===== src/rtl/arduino_comm_pkg.sv =====
// Shared types and constants for the Arduino coordinate link.
package arduino_comm_pkg;

  typedef enum logic [2:0] {
    WAIT_X,
    SETTLE_X,
    WAIT_Y,
    SETTLE_Y,
    COMMIT
  } seq_state_e;

  localparam int unsigned GPIO_W    = 36;
  localparam int unsigned PHASE_BIT = 10;
  localparam int unsigned DATA_MSB  = 9;
  localparam int unsigned DATA_LSB  = 0;
  localparam int unsigned DATA_W    = DATA_MSB - DATA_LSB + 1;
  localparam int unsigned COORD_W   = 11;
  localparam int unsigned ERR_W     = 8;

  localparam int unsigned DEF_X_MAX = 639;
  localparam int unsigned DEF_Y_MAX = 479;

  typedef struct packed {
    logic [COORD_W-1:0] x;
    logic [COORD_W-1:0] y;
  } coord_pair_t;

  // Zero-extend a raw data word and limit it to the screen edge.
  function automatic logic [COORD_W-1:0] clamp_coord(input logic [DATA_W-1:0] v,
                                                     input logic [COORD_W-1:0] lim);
    logic [COORD_W-1:0] w;
    w = COORD_W'(v);
    return (w > lim) ? lim : w;
  endfunction

endpackage


===== src/rtl/gpio_sync.sv =====
// Multi-flop synchronizer bringing asynchronous GPIO pins into clk.
module gpio_sync #(
  parameter int unsigned WIDTH  = 11,
  parameter int unsigned STAGES = 2
) (
  input  logic             clk,
  input  logic             reset,
  input  logic [WIDTH-1:0] d,
  output logic [WIDTH-1:0] q
);

  logic [WIDTH-1:0] stage [STAGES];

  always_ff @(posedge clk or negedge reset) begin
    if (!reset) begin
      for (int i = 0; i < STAGES; i++) stage[i] <= '0;
    end else begin
      stage[0] <= d;
      for (int i = 1; i < STAGES; i++) stage[i] <= stage[i-1];
    end
  end

  assign q = stage[STAGES-1];

endmodule


===== src/rtl/arduino_coord_sequencer.sv =====
// Synchronizes the GPIO coordinate link and sequences X-then-Y transfers
// into an atomically published, clamped coordinate pair.
module arduino_coord_sequencer
  import arduino_comm_pkg::*;
#(
  parameter int unsigned SYNC_STAGES   = 2,
  parameter int unsigned SETTLE_CYCLES = 4,
  parameter int unsigned PAIR_TIMEOUT  = 50000,
  parameter int unsigned LINK_TIMEOUT  = 5000000,
  parameter int unsigned X_MAX         = DEF_X_MAX,
  parameter int unsigned Y_MAX         = DEF_Y_MAX
) (
  input  logic               clk,
  input  logic               reset,
  input  logic [GPIO_W-1:0]  GPIO,
  output logic [COORD_W-1:0] xCoordinate,
  output logic [COORD_W-1:0] yCoordinate,
  output logic               coord_valid,
  output logic               pair_error,
  output logic               link_alive,
  output logic [ERR_W-1:0]   error_count
);

  localparam int unsigned CNT_W   = $clog2(SETTLE_CYCLES + 1);
  localparam int unsigned PT_W    = $clog2(PAIR_TIMEOUT + 1);
  localparam int unsigned LT_W    = $clog2(LINK_TIMEOUT + 1);
  localparam int unsigned PRIME_W = $clog2(SYNC_STAGES + 2);

  logic [PHASE_BIT:0] gpio_s;
  logic               gpio_unused;
  logic               ph_s;
  logic [DATA_W-1:0]  d_s;

  gpio_sync #(
    .WIDTH (PHASE_BIT + 1),
    .STAGES(SYNC_STAGES)
  ) u_gpio_sync (
    .clk  (clk),
    .reset(reset),
    .d    (GPIO[PHASE_BIT:0]),
    .q    (gpio_s)
  );

  assign gpio_unused = ^GPIO[GPIO_W-1:PHASE_BIT+1];
  assign ph_s        = gpio_s[PHASE_BIT];
  assign d_s         = gpio_s[DATA_MSB:DATA_LSB];

  seq_state_e         state_q, state_n;
  logic [DATA_W-1:0]  ref_q, ref_n;
  logic [CNT_W-1:0]   cnt_q, cnt_n;
  logic [PT_W-1:0]    pair_tmr_q, pair_tmr_n;
  logic [COORD_W-1:0] x_tmp_q, x_tmp_n;
  logic [COORD_W-1:0] y_tmp_q, y_tmp_n;
  coord_pair_t        coords_q, coords_n;
  logic [LT_W-1:0]    link_cnt_q, link_cnt_n;
  logic               seen_q, seen_n;
  logic               ph_q;
  logic [PRIME_W-1:0] prime_q;
  logic               valid_n, err_n, alive_n;
  logic [ERR_W-1:0]   err_cnt_n;

  // Edges are masked until the synchronizer and phase history hold real pin
  // samples, so reset release never looks like a phase transition.
  logic primed_c, edge_c, rise_c, fall_c, match_c, done_c;
  assign primed_c = (prime_q == PRIME_W'(SYNC_STAGES + 1));
  assign edge_c   = primed_c && (ph_s != ph_q);
  assign rise_c   = edge_c && ph_s;
  assign fall_c   = edge_c && !ph_s;
  assign match_c  = (d_s == ref_q);
  assign done_c   = match_c && (cnt_q == CNT_W'(SETTLE_CYCLES - 1));

  assign xCoordinate = coords_q.x;
  assign yCoordinate = coords_q.y;

  always_ff @(posedge clk or negedge reset) begin
    if (!reset) begin
      state_q     <= WAIT_X;
      ref_q       <= '0;
      cnt_q       <= '0;
      pair_tmr_q  <= '0;
      x_tmp_q     <= '0;
      y_tmp_q     <= '0;
      coords_q    <= '0;
      link_cnt_q  <= '0;
      seen_q      <= 1'b0;
      ph_q        <= 1'b1;
      prime_q     <= '0;
      coord_valid <= 1'b0;
      pair_error  <= 1'b0;
      link_alive  <= 1'b0;
      error_count <= '0;
    end else begin
      state_q     <= state_n;
      ref_q       <= ref_n;
      cnt_q       <= cnt_n;
      pair_tmr_q  <= pair_tmr_n;
      x_tmp_q     <= x_tmp_n;
      y_tmp_q     <= y_tmp_n;
      coords_q    <= coords_n;
      link_cnt_q  <= link_cnt_n;
      seen_q      <= seen_n;
      ph_q        <= ph_s;
      if (!primed_c) prime_q <= prime_q + PRIME_W'(1);
      coord_valid <= valid_n;
      pair_error  <= err_n;
      link_alive  <= alive_n;
      error_count <= err_cnt_n;
    end
  end

  always_comb begin
    state_n    = state_q;
    ref_n      = ref_q;
    cnt_n      = cnt_q;
    pair_tmr_n = pair_tmr_q;
    x_tmp_n    = x_tmp_q;
    y_tmp_n    = y_tmp_q;
    coords_n   = coords_q;
    link_cnt_n = link_cnt_q;
    seen_n     = seen_q;
    valid_n    = 1'b0;
    err_n      = 1'b0;
    alive_n    = 1'b0;
    err_cnt_n  = error_count;

    case (state_q)
      WAIT_X: begin
        if (fall_c) begin
          state_n = SETTLE_X;
          ref_n   = d_s;
          cnt_n   = '0;
        end
      end
      SETTLE_X: begin
        if (edge_c) begin
          err_n   = 1'b1;
          state_n = WAIT_X;
        end else if (done_c) begin
          x_tmp_n    = clamp_coord(ref_q, COORD_W'(X_MAX));
          pair_tmr_n = '0;
          state_n    = WAIT_Y;
        end else if (match_c) begin
          cnt_n = cnt_q + CNT_W'(1);
        end else begin
          ref_n = d_s;
          cnt_n = '0;
        end
      end
      WAIT_Y: begin
        if (rise_c) begin
          state_n = SETTLE_Y;
          ref_n   = d_s;
          cnt_n   = '0;
        end else if (fall_c) begin
          err_n   = 1'b1;
          state_n = SETTLE_X;
          ref_n   = d_s;
          cnt_n   = '0;
        end else if (pair_tmr_q == PT_W'(PAIR_TIMEOUT - 1)) begin
          err_n   = 1'b1;
          x_tmp_n = '0;
          state_n = WAIT_X;
        end else begin
          pair_tmr_n = pair_tmr_q + PT_W'(1);
        end
      end
      SETTLE_Y: begin
        if (edge_c) begin
          err_n   = 1'b1;
          state_n = SETTLE_X;
          ref_n   = d_s;
          cnt_n   = '0;
        end else if (done_c) begin
          y_tmp_n = clamp_coord(ref_q, COORD_W'(Y_MAX));
          state_n = COMMIT;
        end else if (match_c) begin
          cnt_n = cnt_q + CNT_W'(1);
        end else begin
          ref_n = d_s;
          cnt_n = '0;
        end
      end
      COMMIT: begin
        coords_n.x = x_tmp_q;
        coords_n.y = y_tmp_q;
        valid_n    = 1'b1;
        state_n    = WAIT_X;
      end
      default: state_n = WAIT_X;
    endcase

    if (err_n && (error_count != '1)) err_cnt_n = error_count + ERR_W'(1);

    // Link watchdog: restarts on every commit, parks at the timeout value.
    if (valid_n) begin
      link_cnt_n = '0;
      seen_n     = 1'b1;
    end else if (link_cnt_q < LT_W'(LINK_TIMEOUT)) begin
      link_cnt_n = link_cnt_q + LT_W'(1);
    end
    alive_n = seen_n && (link_cnt_n < LT_W'(LINK_TIMEOUT));
  end

endmodule


===== config.mk =====
export PLATFORM = sky130hd
export DESIGN_NAME = arduino_coord_sequencer
export DESIGN_NICKNAME = d
export VERILOG_FILES = /design/src/rtl/arduino_comm_pkg.sv /design/src/rtl/gpio_sync.sv /design/src/rtl/arduino_coord_sequencer.sv
export SDC_FILE = /design/constraint.sdc
export NUM_CORES = 1
export LEC_CHECK = 0
export ABC_AREA = 1
export BUFFER_PORTS_ARGS = -buffer_cell sky130_fd_sc_hd__buf_4
export CAP_MARGIN = 40
export CORE_MARGIN = 3
export CORE_UTILIZATION = 55
export CTS_CLUSTER_DIAMETER = 120
export CTS_CLUSTER_SIZE = 16
export DETAILED_ROUTE_END_ITERATION = 6
export HOLD_SLACK_MARGIN = 0.06
export PLACE_DENSITY = 0.74
export SETUP_SLACK_MARGIN = 0.5
export SLEW_MARGIN = 30
export SYNTH_ARGS = -nofsm -noshare
export SYNTH_HDL_FRONTEND = slang
export SYNTH_HIERARCHICAL = 1
export SYNTH_SLANG_ARGS = --single-unit

===== constraint.sdc =====
create_clock -name clk -period 4.4 [get_ports clk]
set_clock_uncertainty 0.1 [all_clocks]
set_input_delay 0 -clock clk [delete_from_list [all_inputs] [get_ports clk]]
set_output_delay 0 -clock clk [all_outputs]
set_load 0.02 [all_outputs]

Word level (Yosys, flattened, before mapping). Cells that the tools add are included.

Mux-type cells: 46. Reductions and logical operators: 16. Bitwise logic cells: 1. Equal/unequal tests: 20. Add/sub/neg operators: 5. Magnitude comparators: 4.

Operators with widths (count): $mux W10 (8); $mux W16 (5); $mux W11 (5); $lt A23 B23 Y1 const B (2); $mux W23 (2); $mux W3 (14); $pmux W10 S4 (1); $pmux W16 S2 (1); $pmux W3 S4 (2); $add A23 B1 Y23 const B (1); $pmux W11 S2 (1); $add A16 B1 Y16 const B (1); $eq A16 B16 Y1 const B (1); $ne A2 B2 Y1 const B (7); $reduce_and A6 Y1 (2); $eq A10 B10 Y1 (1); $gt A10 B10 Y1 const B (1); $gt A10 B9 Y1 const B (1); $eq A3 B2 Y1 const B (3); $add A8 B1 Y8 const B (1); $ne A8 B8 Y1 const B (1); $logic_and A1 B1 Y1 (6); $mux W1 (6); $ne A3 B3 Y1 const B (2); 17 further kinds (17).

Register bits after elaboration: 136. Input bits: 38. Word-level logic and storage cells: 110. Output and inout bits: 33.

Depth between registers and ports, before layout. Gate-level depths: netlist (run 1).

Word-level depth: 7. Mapped depth: 18.

By module. The synthesis (run 1) kept the hierarchy.

Modules (own cells, without submodules): arduino_coord_sequencer (cells each 857, seq. area each 2753.9 µm², area each 6401.1 µm², times used 1); gpio_sync (cells each 33, seq. area each 550.5 µm², area each 633.1 µm², times used 1).

Worst setup path before layout (run 1). OpenSTA, ideal clock, no wires.

Kind: register -> register. Start point: register u_gpio_sync.stage, in the netlist u_gpio_sync/q[10]. End point: register ref_q[9]. Stages on the path, launching flop included: 11. Required time: 4.175 ns. Path slack: 2.455 ns. Clock period less this slack: 1.945 ns. Arrival time: 1.720 ns. Cells stage by stage: dfrtp_1 > buf_4 > buf_2 > nor2_1 > nor2_4 > buf_4 > a21oi_1 > buf_2 > o211ai_1 > a31oi_1 > a21oi_1.

Cells in the longest elaborated chain, start to end: 6. Elaborated cells on any way between the ends: 11.

Ends and longest elaborated chain: start: declaration (line gpio_sync.sv:12) `logic [WIDTH-1:0] stage [STAGES];`; $ne A1 B1 Y1 (line arduino_coord_sequencer.sv:66) `assign edge_c = primed_c && (ph_s != ph_q);`; $logic_and A1 B1 Y1 (line arduino_coord_sequencer.sv:66); $logic_and A1 B1 Y1 (line arduino_coord_sequencer.sv:68) `assign fall_c = edge_c && !ph_s;`; $mux W10; $mux W10 (line arduino_coord_sequencer.sv:150) `if (rise_c) begin`; $pmux W10 S4 (line arduino_coord_sequencer.sv:126) `case (state_q)`; end signal: assignment (line arduino_coord_sequencer.sv:94) `ref_q <= ref_n;`; end: declaration (line arduino_coord_sequencer.sv:49) `logic [DATA_W-1:0] ref_q, ref_n;`.

Parallel ways exist; a longest one is shown, timed or not. A chain may end at the register's enable or synchronous reset.

Worst setup path in the final report (run 1).
Start point: register u_gpio_sync.stage, in the netlist u_gpio_sync/q[10]. End point: register pair_tmr_q[11].

Cells in the longest elaborated chain, start to end: 5. Elaborated cells on any way between the ends: 9.

Ends and longest elaborated chain: $ne A1 B1 Y1 (line arduino_coord_sequencer.sv:66); $logic_and A1 B1 Y1 (line arduino_coord_sequencer.sv:66); $logic_and A1 B1 Y1, on equally long branches (line arduino_coord_sequencer.sv:68, arduino_coord_sequencer.sv:67); $ne A2 B2 Y1 (no source line); $reduce_and A6 Y1 (no source line) (*); end signal: assignment (line arduino_coord_sequencer.sv:96) `pair_tmr_q <= pair_tmr_n;`; end: declaration (line arduino_coord_sequencer.sv:51) `logic [PT_W-1:0] pair_tmr_q, pair_tmr_n;`.

Every way passes the cells marked *; elsewhere a longest branch is shown, timed or not.

==> reports/qor.yml, run 1 <==
status: "complete, no violations"
leakage_nw: 4.02
dr.pass1.iters: 5
seq_power_share: 0.361
worst-path-max-fanout: 30
switching_share: 0.371
rr_worst_depth: 8
ant_nets: 0
area_delta_synth_final_pct: 15.3
reg2reg_to: "pair_tmr_q[11]"
cts_resized: 0
synth_edf_count: 0
post_cts_buffers: 0
clock-sinks: 132
grt-ovfl-total: 0
drv_slew: 0
cts_max_level: 4
hold_class: "input pin to async pin"
multi_input_area_um2: 3120
n_fill_cell: 1035
min_period_ns: 2.79
cts_tree: "done"
yosysSeqAreaShare: 0.470
r2r_setup_slack_ns: 1.61
crit_required_ns: 4.63
vias: 5839
grt_pass1_vias: 5633
crit_type: "flop to flop"
seqCellArea_um2: 3300
drt_iter0_drc: 524
finalHoldViolCount: 0
fmax_mhz: 358
die_area_um2: 14200
grt_max_degree: 114
r2r-start: "u_gpio_sync/q[10]"
start_kind: "flop"
die_w_um: 119
switching_power_mw: 1.70
ys_types: 43
syn_area_per_cell_um2: 7.90
grt_pass1_wl_mm: 26.0
max_slew.worst_pin.slew_ns: 0.836
fp.dieH_um: 119
worstSetupEndpointType: "flop"
vdd_drop_max_mv: 0.425
cts.clk_slew.worst_paths_ns: 0.05
portBuffers: 43
p_clk_frac: 0.323
avgViaCountPerCell: 5.25
nets: 978
placed_area_um2: 7370
ys_seq_elements: 132
final.period_utilization: 0.634
slew_headroom: 0.442
postSynthCellCount: 890
maxCapViolCount: 0
antenna_found_initial: 0
rsz0062_at_grt: "no"
wire_per_inst_um: 13.7
coreArea_um2: 12300
synthFlopType: "dfrtp_1"
postCtsHoldBufs: 12
route.detailed.drc: 0
fin_area_um2: 8110
cp_data_arrival_time_ns: 3.02
p_int_mw: 2.88
p_comb_frac: 0.316
pin_count: 71
finalSetupTns_ns: 0
async_reset_ff_frac: 1.00
gp_congestion: 0.922
cts_made_buffers: 17
cts_buffer_depth: 2
track_usage: 0.228
fin_util: 0.662
antenna_cells: 0
clock-root-buffer: "clkbuf_16"
netlist_area_um2: 7030
initial_core_util: 0.574
cellPowerDensity_nw_per_um2: 564
place_hpwl_mm: 10.1
finalWirelength_mm: 15.3
yosys_warnings: 6
drive_above_1_share: 0.151
rows: 40
worstSkewPairLatency_ns: 0.42
setup_violations: 0
-- power by group through the flow --
stage / clock network [mW] / registers [mW] / logic (mW)
finish: 1.48 / 1.65 / 1.44
global route: 1.56 / 1.68 / 1.63
CTS: 1.51 / 1.65 / 1.45
detailed placement: 0 / 1.67 / 1.42
global placement: 0 / 1.66 / 1.39
floorplan: 0 / 1.68 / 1.06
-- worst max-delay path by stage --
stage               depth (start not counted)  slack [ns]               from              to
detailed placement                          8        1.62  u_gpio_sync/q[10]  pair_tmr_q[11]
CTS                                         8        1.59  u_gpio_sync/q[10]  pair_tmr_q[11]
finish                                      8        1.61  u_gpio_sync/q[10]  pair_tmr_q[11]
global route                                8        1.30  u_gpio_sync/q[10]  pair_tmr_q[11]
global placement                            8        1.74  u_gpio_sync/q[10]   pair_tmr_q[2]
floorplan                                  10        2.46  u_gpio_sync/q[10]        ref_q[9]
-- per-stage QoR --
step	total power [mW]	std cells	setup slack [ns]	hold WS [ns]
after floorplan	2.73	891	2.46	-0.396
after global placement	3.05	1071	1.74	0.00902
after detailed placement	3.09	1071	1.62	0.0103
after CTS	4.60	1113	1.59	0.112
after global routing	4.87	1113	1.30	0.120
final	4.58	1113	1.61	0.113
-- registers in the layout, indices dropped and copies added (netlist names) --
name / cells
link_cnt_q: 23
pair_error: 1
coord_valid: 1
u_gpio_sync/stage: 11
prime_q: 2
state_q: 3
seen_q: 1
ph_q: 1
ref_q: 10
u_gpio_sync/q: 11
xCoordinate: 10
yCoordinate: 10
x_tmp_q: 10
y_tmp_q: 10
cnt_q: 3
error_count: 8
link_alive: 1
pair_tmr_q: 16
-- synthesized netlist by cell type (11+ instances only) --
library cell	count	area share
o21ai_2	19	0.024
a21oi_1	39	0.028
inv_1	88	0.047
or2_2	11	0.0098
o21ai_0	39	0.028
buf_4	15	0.016
nor3_1	16	0.011
nand4_1	13	0.012
o211ai_1	11	0.012
nand2_1	274	0.15
nand3_1	37	0.026
nor2_1	75	0.040
xor2_1	21	0.026
dfrtp_1	131	0.47
-- kinds of logic after synthesis --
family | count (synthesis) | synth area share
adders and majority gates | 6 | 0.0107
DFF | 132 | 0.470
and+or+nand+nor | 452 | 0.277
xor gates and xnor gates | 30 | 0.0374
muxes | 2 | 0.00320
AOI/OAI and AO/OA | 133 | 0.115
other | 1 | 0.000533
buffers and inverters | 134 | 0.0866
-- per-layer routing --
layer / global-route usage / vias up / wire [um]
li1: - / 2932 / -
met1: 0.293 / 2724 / 6970
met2: 0.370 / 153 / 7380
met3: 0.0470 / 30 / 599
met4: 0.104 / 0 / 342
met5: 0 / - / 0
-- placed cells by master (no fill, tap or decap), drive strengths merged, types with 2 or more instances in the layout --
cell / instances
a21oi: 40
a31oi: 2
buf: 48
bufinv: 4
clkbuf: 18
clkinv: 3
clkinvlp: 3
conb: 2
dfrtp: 131
dlygate4sd3: 12
ha: 6
inv: 100
mux2: 2
nand2: 280
nand3: 40
nand3b: 2
nand4: 13
nor2: 84
nor3: 16
nor4: 4
o211ai: 11
o21ai: 68
o22ai: 9
or2: 11
xnor2: 9
xor2: 21
-- cell type report --
type	instances	share of cell area
clock buffers	18	0.0541
clock inverters	12	0.0221
inverters	98	0.0453
multi-input cells	625	0.385
flip-flops and latches	132	0.407
well taps	168	0.0259
repair buffers	60	0.0601
-- critical path: stages, from the launching register on --
cell     delay [ns]
dfrtp_1        0.62
nor2_1         0.16
nor2_4         0.48
inv_1          0.27
o21ai_2        0.25
o21ai_4        0.11
nand2_2        0.48
nand2_1        0.14
o21ai_2        0.09
No activity file was read; power rests on OpenSTA's default activity.
==> run 2, diff against run 1 <==
Settings changed: CORE_UTILIZATION 55 to 54, PLACE_DENSITY 0.74 to 0.76.
Clock period 4.4 ns to 2.34 ns, I/O delays scaled along.
==> reports/qor.yml, run 2 (synthesis results as in run 1) <==
layout_common_cells: "221 x nand2_1, 118 x dfrtp_1, 103 x buf_4, 71 x inv_1, 55 x nor2_1"
antenna_cells: 0  # unchanged
crit_chain: "inv_1, nand2_1, nand4_1, nor2_2, nand2_2, nor2_4, buf_6, inv_6, o21ai_4, nand2_4, clkbuf_16, nand2_2, o21ai_1"
route.detailed.drc: 0  # unchanged
vias: 7194  # +23%
die_area_um2: 14400  # +1.8%
cp_common_cell: "nand2_2"
grt-ovfl-total: 0  # unchanged
worstSetupEndpointType: "flop"
fin_area_um2: 9870  # +22%
track_usage: 0.272  # +0.0444
vdd_drop_max_mv: 0.884  # +110%
fin_util: 0.779  # +0.118
rsz0062_at_grt: "yes"
cts_tree: "done"
min_from: "GPIO[8]"
reg.largest.list: "link_cnt_q: 23 flops, pair_tmr_q: 16 flops"
regMostFlops: "link_cnt_q"
n_fill_cell: 754  # -27%
drt_iter0_drc: 745  # +42%
area_delta_synth_final_pct: 40.4
maxCapViolCount: 0  # unchanged
crit_required_ns: 2.54  # -2.09 ns
layout_commonest_cell: "nand2_1"
nets: 1078  # +10%
dr.pass1.iters: 6  # +1
worstSkewPairLatency_ns: 0.43  # about the same
r2r-start: "ref_q[4]"
fmax_mhz: 413  # +15%
gp_congestion: 0.904  # -2.0%
cts.clk_slew.worst_paths_ns: 0.07  # +0.02 ns
coreArea_um2: 12700  # +3.3%
clock-root-buffer: "clkbuf_16"
cp_data_arrival_time_ns: 2.63  # -0.39 ns
initial_core_util: 0.555  # -0.0185
drv_slew: 0  # unchanged
violations: "setup timing"
start_kind: "flop"
rows: 41  # +2.5%
finalWirelength_mm: 23.1  # +51%
final_cells: 1218  # +9.4%
worst_slack_ns: -0.0837  # -1.69 ns
final.period_utilization: 1.04  # +0.402
hold_class: "input pin to flop"
setup_violations: 31  # +31
critPathMaxStageDelay_ns: 0.52  # -0.10 ns
dpl.cell_count: 1099  # +2.6%
total_power_mw: 11.0  # +140%
cts_buffer_depth: 2  # unchanged
slew_headroom: 0.530  # +0.0877
crit_slowest_cell: "dfrtp_1"
avgViaCountPerCell: 5.91  # +13%
finalHoldViolCount: 0  # unchanged
placed_area_um2: 7620  # +3.3%
dp_slack_ns: 0.168  # -1.45 ns
crit_type: "flop to flop"
die_w_um: 120  # +0.88%
cts_max_level: 4  # unchanged
status: "complete, but fails checks"
ant_nets: 0  # unchanged
drive_above_1_share: 0.369  # +0.218
max_slew.worst_pin.slew_ns: 0.697  # -0.139 ns
grt_pass1_vias: 6520  # +16%
multi_input_area_um2: 3880  # +24%
min_period_ns: 2.42  # -0.367 ns
startpoint: "ref_q[4]"
largest_reg_flops: 23  # unchanged
fp.dieH_um: 120  # +0.88%
pin_count: 71  # unchanged
antenna_found_initial: 0  # unchanged
place_hpwl_mm: 11.0  # +9.5%
wire_per_inst_um: 19.0  # +38%
seqCellArea_um2: 3320  # +0.49%
clock-sinks: 132  # unchanged
grt_max_degree: 48  # -58%
cts_made_buffers: 17  # unchanged
cellPowerDensity_nw_per_um2: 1120  # +98%
leakage_nw: 4.77  # +19%
portBuffers: 43  # unchanged
worst-path-max-fanout: 6  # -80%
grt_pass1_wl_mm: 31.2  # +20%
## run 2: cell count changes in the layout (fill, tap and decap cells not counted), moves of 13 or more
| cell | previous run | this run |
|---|---|---|
| nor2_1 | 75 | 55 |
| dfrtp_2 | 0 | 13 |
| a21oi_1 | 39 | 18 |
| nor2_4 | 3 | 16 |
| buf_4 | 47 | 103 |
| nand2_4 | 3 | 35 |
| o21ai_0 | 39 | 13 |
| o21ai_1 | 9 | 29 |
| dfrtp_1 | 131 | 118 |
| nand2_1 | 274 | 221 |
| buf_6 | 0 | 20 |
| nand2_2 | 3 | 26 |
| a21oi_2 | 0 | 16 |
| inv_1 | 87 | 71 |
## run 2: area by class of cell
type                            count  share of cell area
Clock buffer                       20              0.0452
Clock inverter                     11              0.0129
Inverter                           98              0.0399
Multi-Input combinational cell    632               0.393
Sequential cell                   132               0.336
Tap cell                          172              0.0218
Timing Repair Buffer              153               0.151
## run 2: worst max-delay path, delay by kind of cell (launching register included)
family / cells / cell delay, ns
compound gates: 2 / 0.24
buf+inv: 4 / 0.59
flops: 1 / 0.52
simple gates: 7 / 0.86
## run 2: per-layer routing
layer  vias to the layer above  global-route usage  routed length (um)
met1                      3418               0.336                8540
met4                         0               0.125                1310
met3                       158              0.0556                1750
met5                         -                   0                   0
met2                       479               0.460               11500
li1                       3139                   -                   -
## run 2: metrics by stage
step                      setup TNS (ns)  hold WS [ns]
after floorplan                        0        -0.396
after global placement                 0        -0.191
after detailed placement               0        -0.187
after CTS                              0         0.119
after global routing              -0.950         0.126
final                              -1.41         0.124
## run 2: power breakdown
group	leakage (nW)	switching, mW	internal, mW	total (mW)
logic	2.81	3.12	2.03	5.16
registers	1.69	0.487	2.72	3.21
clock network	0.273	1.06	1.60	2.66
## run 2: timing repair
| item | in CTS | in global routing |
|---|---|---|
| pin swaps | 16 | 37 |
| endpoints found under the hold margin | 143 | 0 |
| cloned | 7 | 6 |
| endpoints found under the setup margin | 79 | 89 |
| resized for setup | 92 | 163 |
| hold buffers | 14 | 0 |
| buffers inserted | 34 | 27 |
## run 2: final timing paths
path,endpoint,slack [ns],depth (start not counted)
min in group asynchronous,x_tmp_q[8],0.56,4
setup / recovery,pair_tmr_q[8],-0.08,13
max in group asynchronous,ref_q[7],1.14,4
hold reg to reg,u_gpio_sync/q[7],0.25,0
setup reg to reg,pair_tmr_q[8],-0.08,13
hold / removal,u_gpio_sync/stage[19],0.12,2
